File: src/rtl/fifo_arb_pkg.sv
// Shared types and default sizing for the FIFO write arbiter.
// The state enum is also exposed on the debug port.
package fifo_arb_pkg;

    typedef enum logic {
        IDLE  = 1'b0,
        BURST = 1'b1
    } state_t;

    localparam int DEF_NUM_REQ    = 4;
    localparam int DEF_DATA_WIDTH = 8;
    localparam int DEF_MAX_BURST  = 16;

endpackage

File: src/rtl/rr_arbiter.sv
// Combinational round-robin pick: the search starts one past last_grant
// and wraps, so the most recent owner is always considered last.
module rr_arbiter
    import fifo_arb_pkg::*;
#(
    parameter int  NUM_REQ = DEF_NUM_REQ,
    localparam int IW      = $clog2(NUM_REQ)
) (
    input  logic [NUM_REQ-1:0] req,
    input  logic [IW-1:0]      last_grant,
    output logic [IW-1:0]      winner,
    output logic               any_req
);

    always_comb begin
        int cand;
        cand    = 0;
        winner  = '0;
        any_req = |req;
        // Walk from the farthest offset down so the nearest requester is assigned last.
        for (int off = NUM_REQ; off >= 1; off--) begin
            cand = (int'(last_grant) + off) % NUM_REQ;
            if (req[IW'(cand)]) begin
                winner = IW'(cand);
            end
        end
    end

endmodule

File: src/rtl/fifo_wr_arbiter.sv
// Grants one producer at a time exclusive write access to a downstream FIFO
// for a whole burst, with round-robin fairness between bursts.
module fifo_wr_arbiter
    import fifo_arb_pkg::*;
#(
    parameter int  NUM_REQ    = DEF_NUM_REQ,
    parameter int  DATA_WIDTH = DEF_DATA_WIDTH,
    parameter int  MAX_BURST  = DEF_MAX_BURST,
    localparam int IW         = $clog2(NUM_REQ),
    localparam int CW         = $clog2(MAX_BURST) + 1
) (
    input  logic                          clk,
    input  logic                          rst,
    input  logic [NUM_REQ-1:0]            req_valid,
    input  logic [NUM_REQ-1:0]            req_last,
    input  logic [NUM_REQ*DATA_WIDTH-1:0] req_data,
    output logic [NUM_REQ-1:0]            req_ready,
    input  logic                          fifo_full,
    output logic                          fifo_wr_en,
    output logic [DATA_WIDTH-1:0]         fifo_wdata,
    output logic                          grant_valid,
    output logic [IW-1:0]                 grant_id,
    output logic [CW-1:0]                 burst_cnt,
    output logic                          err_burst_ovf,
    output state_t                        state_dbg
);

    localparam logic [CW-1:0] CNT_MAX   = '1;
    localparam logic [CW-1:0] BURST_LIM = CW'(MAX_BURST);

    state_t        state;
    logic [IW-1:0] last_grant;
    logic [IW-1:0] winner;
    logic          any_req;
    logic          in_burst;
    logic          xfer;

    rr_arbiter #(
        .NUM_REQ (NUM_REQ)
    ) u_rr (
        .req        (req_valid),
        .last_grant (last_grant),
        .winner     (winner),
        .any_req    (any_req)
    );

    // Handshake: a beat moves on a cycle where the producer holds req_valid
    // and req_ready is high; ready depends only on ownership and fifo_full,
    // never on valid, and the FIFO write happens in that same cycle.
    always_comb begin
        in_burst   = (state == BURST) && !rst;
        req_ready  = '0;
        fifo_wdata = '0;
        if (in_burst) begin
            req_ready[grant_id] = !fifo_full;
            fifo_wdata          = req_data[int'(grant_id)*DATA_WIDTH +: DATA_WIDTH];
        end
        xfer       = in_burst && req_valid[grant_id] && !fifo_full;
        fifo_wr_en = xfer;
    end

    always_ff @(posedge clk) begin
        if (rst) begin
            state         <= IDLE;
            last_grant    <= IW'(NUM_REQ - 1);
            grant_valid   <= 1'b0;
            grant_id      <= '0;
            burst_cnt     <= '0;
            err_burst_ovf <= 1'b0;
        end else begin
            case (state)
                IDLE: begin
                    if (any_req) begin
                        grant_id    <= winner;
                        grant_valid <= 1'b1;
                        burst_cnt   <= '0;
                        state       <= BURST;
                    end
                end
                BURST: begin
                    if (xfer) begin
                        // This beat would be number MAX_BURST+1 or later.
                        if (burst_cnt >= BURST_LIM) begin
                            err_burst_ovf <= 1'b1;
                        end
                        if (req_last[grant_id]) begin
                            state       <= IDLE;
                            last_grant  <= grant_id;
                            grant_valid <= 1'b0;
                            burst_cnt   <= '0;
                        end else if (burst_cnt != CNT_MAX) begin
                            burst_cnt <= burst_cnt + CW'(1);
                        end
                    end
                end
                default: state <= IDLE;
            endcase
        end
    end

    assign state_dbg = state;

endmodule

File: config.mk
export PLATFORM = sky130hd
export DESIGN_NAME = fifo_wr_arbiter
export DESIGN_NICKNAME = d
export VERILOG_FILES = /design/src/rtl/fifo_arb_pkg.sv /design/src/rtl/rr_arbiter.sv /design/src/rtl/fifo_wr_arbiter.sv
export SDC_FILE = /design/constraint.sdc
export NUM_CORES = 1
export LEC_CHECK = 0
export BUFFER_PORTS_ARGS = -buffer_cell sky130_fd_sc_hd__buf_2
export CAP_MARGIN = 20
export CORE_ASPECT_RATIO = 1.4
export CORE_MARGIN = 5
export CORE_UTILIZATION = 43
export CTS_BUF_LIST = sky130_fd_sc_hd__clkbuf_8
export DETAILED_ROUTE_END_ITERATION = 6
export PLACE_DENSITY = 0.87
export SYNTH_ARGS = -nofsm -noshare
export SYNTH_HDL_FRONTEND = slang
export SYNTH_HIERARCHICAL = 1
export SYNTH_SLANG_ARGS = --single-unit
File: constraint.sdc
create_clock -name clk -period 2.6 [get_ports clk]
set_clock_uncertainty 0.15 [all_clocks]
set_input_delay 0.26 -clock clk [delete_from_list [all_inputs] [get_ports clk]]
set_output_delay 0.26 -clock clk [all_outputs]
set_load 0.1 [all_outputs]
# After elaboration in Yosys (flattened, before gate mapping)
# Cells that the tools add are included.
# op_classes
add_sub_neg,5
magnitude_cmp,7
n_eq_ne,5
n_shift,1
n_mux,37
n_bitwise,2
n_reduce_logical,12
# op_table
cell,n
32-bit by 6-bit indexed part select with 8-bit output,1
5-bit 2-to-1 mux,4
1-bit 2-to-1 mux,17
"2-bit by 4-bit < comparator with 1-bit output, second input constant",4
1-bit binary-select mux with 2-bit select,6
3-bit AND reduction,4
5-bit case mux with 2 select lines,1
2-bit 2-to-1 mux,4
8-bit 2-to-1 mux,1
"5-bit by 1-bit adder with 5-bit output, second input constant",1
"5-bit >= comparator, second input constant",1
"5-bit != test, second input constant",1
"2-bit by 1-bit adder with 2-bit output, second input constant",2
"2-bit adder, second input constant",2
4-bit AND,1
1-bit logical AND,4
4-bit 2-to-1 mux,1
"2-bit != test, second input constant",2
1-bit case mux with 2 select lines,2
4-bit OR reduction,1
"2-bit by 3-bit < comparator with 1-bit output, second input constant",1
"3-bit by 1-bit != test with 1-bit output, second input constant",1
1-bit demux with 2-bit select,1
"2-bit by 1-bit >= comparator with 1-bit output, second input constant",1
other kinds (4),5
# totals
register_bits,12
in_bits,43
output_inout_bits,23
elab_cells,75

# Depth between registers and ports, before layout
# logic_depth
ltp_word,8
depth_mapped,8
depth_no_buf,7

# Modules after synthesis
# Netlist, hierarchy kept.
# modules_own_cells
mod,instances,cells_per_inst,area_each_um2,seq_area_each_um2
fifo_wr_arbiter,1,96,899.6,240.2
rr_arbiter,1,14,91.3,0.0

# Least setup slack after synthesis
# OpenSTA, ideal clock, no wires.
# synth_path
kind,reg-to-output
startpoint,reg grant_id[1]
endpoint,out fifo_wdata[0]
arrival_ns,3.173
required_ns,2.190
path_slack_ns,-0.983
stages_incl_launch_ff,5
n_path_buf,2
cell_sequence,dfxtp_1 -> clkbuf_1 -> buf_1 -> mux4_2 -> nor2b_1
# synth_between
elab_chain_len,2
# synth_lines
element,line,text
from (decl),fifo_wr_arbiter.sv:22,"output logic [IW-1:0] grant_id,"
from (signal assigned),fifo_wr_arbiter.sv:74,grant_id <= winner;
32-bit by 6-bit indexed part select with 8-bit output,fifo_wr_arbiter.sv:56,fifo_wdata = req_data[int'(grant_id)*DATA_WIDTH +: DATA_WIDTH];
8-bit 2-to-1 mux,fifo_wr_arbiter.sv:54,if (in_burst) begin
to (decl),fifo_wr_arbiter.sv:20,"output logic [DATA_WIDTH-1:0] fifo_wdata,"
# Every way passes these cells.

# Final worst setup path
# layout_path
startpoint,reg state (netlist: state_dbg)
endpoint,out req_ready[1]
# layout_between
elab_chain_len,2
# layout_lines
element,line,text
from (decl),fifo_wr_arbiter.sv:31,state_t state;
from (signal assigned),fifo_wr_arbiter.sv:64,state <= IDLE;
from (signal assigned),fifo_wr_arbiter.sv:77,state <= BURST;
from (signal assigned),fifo_wr_arbiter.sv:87,state <= IDLE;
1-bit logical AND,fifo_wr_arbiter.sv:51,in_burst = (state == BURST) && !rst;
4-bit 2-to-1 mux,fifo_wr_arbiter.sv:54,
to (decl),fifo_wr_arbiter.sv:17,"output logic [NUM_REQ-1:0] req_ready,"
# Every way passes these cells.

==> results.yml <==
clocking:
  cts.clk_slew.worst_paths_ps: 50
  clkSinkCount: 12
  post_cts_buffers: 0
  cts_tree: "built"
  later_pin_clock_latency_in_the_skew_report_ps: 230
  clockRootBuffer: "clkbuf_8"
  cts_inserted_buffers: 3
  cts.hold.buffers_added: 0
  cts_buffer_depth: 2
  cts-htree-levels: 1
  cts.repair.resized: 0
pwr:
  power-per-cell-area_nw_per_um2: 430
  internal_power_w: 0.000386
  clockPowerShare: 0.258
  power_switching_w: 0.000236
  swShare: 0.379
  seq_power_share: 0.329
  static-leakage-power_nw: 0.709
  vdd_ir_drop_max_mv: 0.428
  power.share.combinational: 0.413
grt:
  grt_usage: 0.179
  grt_overflow: 0
  largest_net_degree_at_the_start_of_global_routing: 19
  grt_antenna_before_repair: 0
  grt_pass1_vias: 1105
  wire_length_of_the_first_global_routing_pass_um: 4790
yosys:
  syn_inst: 110
  synth_fp_nets: 155
  number_of_enable_type_register_cells_in_the_synthesized_netlist: 0
  synth-seq-area-share: 0.242
  area_of_the_mapped_netlist_um2: 991
  synth-seq-cells: 12
  synthesis.yosys.warnings: 6
  postSynth.topFlopCell: "dfxtp_1"
  async_flop_share: 0
  post_synth_num_cell_types: 30
  avgSynthCellArea_um2: 9.01
critical_path:
  critical_path_class: "reg -> out"
  worstSetupEndpointType: "output port"
  critPathLaunch: "state_dbg$_SDFF_PP0_"
  critical_path.slowest_cell: "nor3b_1"
  worstPathMaxFanout: 6
  worstSetupStartpointType: "register"
  critical_path.cell_chain: "nor3b_1, nand2_1, nor2_2, buf_2"
  worst_ep_arrival_time_ps: 1860
  timing.critical_path.slowest_cell_delay_ps: 500
  r2r_start: "grant_id[1]$_SDFFE_PP0P_"
  critical_path_required_ps: 2190
die:
  die-height_um: 66.8
  core_um2: 2200
  initial_standard_cell_utilization_of_the_core: 0.450
  fp.dieArea_um2: 3380
  rows: 20
  die_w_um: 50.6
  design.portCount: 66
final_layout:
  antennaDiodeCount: 0
  layout-drive-gt1-share: 0.572
  design_area_um2: 1450
  layout.nets: 220
  layout-area-overhead-vs-synth_pct: 46.0
timing:
  fmax_ghz: 0.440
  setup-tns-final_ps: 0
  drv_slew: 0
  setup_viol: 0
  rsz0062_at_grt: "false"
  finalWorstPathRequiredPeriod_ps: 2270
  worstMarginPinSlew_ps: 868
  period_share: 0.873
  finalHoldViolations: 0
  slew-limit-headroom: 0.421
drt:
  top_layer: "met4"
  routed-wl-met3_um: 359
  drcViolationCount: 0
  dr.pass1.iters: 4
  vias_per_cell: 5.64
  avgRoutedWirePerCell_um: 15.6
  drt-total-wl_um: 3030
  met2_length_um: 1570
  wirelength_met1_um: 1070
  routed-via-count: 1099
  first_iter_violations: 29
  final_antenna_net_count: 0
min_path:
  timing.hold.worst.start: "rst"
  hold_path_class: "in -> reg"
run:
  max_cap_violations: 0
outcome:
  status: "complete, no violations"
placed_design:
  port-buffer-count: 65
  place.detailed.hpwl_um: 2590
  routabilityCongestion: 0.746
  placedInstanceArea_um2: 1410
-- worst paths after layout --
kind,endpoint,slack [ps],depth (start not counted)
max,req_ready[1],330,4
min,err_burst_ovf$_SDFFE_PP0P_,200,2
max reg2reg,burst_cnt[2]$_SDFFE_PP0P_,560,4
min reg2reg,err_burst_ovf$_SDFFE_PP0P_,310,2
-- kinds of logic (layout without fill, tap and decap cells) --
logic type | count (synthesis) | in the layout | share of synthesized area
multiplexers | 15 | 15 | 0.278
AO/OA/AOI/OAI | 15 | 15 | 0.112
flip-flops | 12 | 12 | 0.242
buffers and inverters | 10 | 73 | 0.0391
AND/OR/NAND/NOR | 56 | 56 | 0.303
adder cells (fa/ha/maj) | 2 | 2 | 0.0252
-- cell usage in the layout, fill, tap and decap left out, types with 2 or more instances in the layout --
cell type and n:
a21oi_1 5, and2_1 2, and3_1 3, buf_2 65, clkbuf_8 3, dfxtp_1 7, dfxtp_2 5, ha_1 2
inv_1 4, mux2i_1 5, mux4_2 10, nand2_1 7, nand2b_1 9, nand3_1 3, nor2_1 13, nor2b_4 8
nor3_1 2, o211ai_1 3
-- power groups by stage --
stage | clock [W] | combinational [W] | sequential (W)
floorplan | 0 | 0.000164 | 0.000237
CTS | 0.000163 | 0.000258 | 0.000204
detailed placement | 0 | 0.000258 | 0.000208
finish | 0.000160 | 0.000256 | 0.000204
global placement | 0 | 0.000250 | 0.000207
global route | 0.000169 | 0.000270 | 0.000206
-- area by class of cell --
| cell class | count | area [um^2] |
|---|---|---|
| sequential | 12 | 246 |
| clock buffer | 3 | 41.3 |
| fill | 190 | 756 |
| tap | 22 | 27.5 |
| multi-input combinational | 88 | 783 |
| timing repair buffer | 66 | 333 |
| inverter | 4 | 15.0 |
-- cell usage after synthesis (all sizes together) (2+ instances only) --
| library cell | number | area (um^2) |
|---|---|---|
| nand2 | 7 | 26.3 |
| nand2b | 9 | 56.3 |
| clkbuf | 4 | 15.0 |
| mux2i | 5 | 50.1 |
| nor3 | 2 | 10.0 |
| nor2b | 9 | 56.3 |
| a21oi | 6 | 33.8 |
| inv | 4 | 15.0 |
| dfxtp | 12 | 240 |
| nand3 | 3 | 15.0 |
| and2 | 2 | 12.5 |
| buf | 2 | 8.75 |
| o211ai | 4 | 35.0 |
| ha | 2 | 25.0 |
| and3 | 4 | 25.0 |
| nor2 | 15 | 56.3 |
| mux4 | 10 | 225 |
-- registers in the layout, indices dropped and copies added, names as in the netlist --
name	flops
err_burst_ovf	1
burst_cnt	5
grant_valid	1
state_dbg	1
last_grant	2
grant_id	2
-- critical path, delay by kind of cell, from the launching register on --
kind | cells | cell delay, ps
buf+inv | 1 | 430
flops | 1 | 360
simple gates | 3 | 840
-- through the flow --
step                      utilization  setup WS [ps]  total power [W]  hold slack (ps)  std cells
after floorplan                     -            109         0.000401              284        110
after global placement          0.638            539         0.000458              301        192
after detailed placement        0.638            481         0.000466              309        192
after CTS                       0.657            323         0.000626              198        195
after global routing            0.657            208         0.000644              231        195
final                           0.657            330         0.000621              198        195
-- per-layer routing --
metal	global-route usage	vias up
li1	-	525
met1	0.174	509
met2	0.351	61
met3	0.0515	4
met4	0.0511	0
met5	0	-
Note: power is estimated with default switching activity, not from simulation.
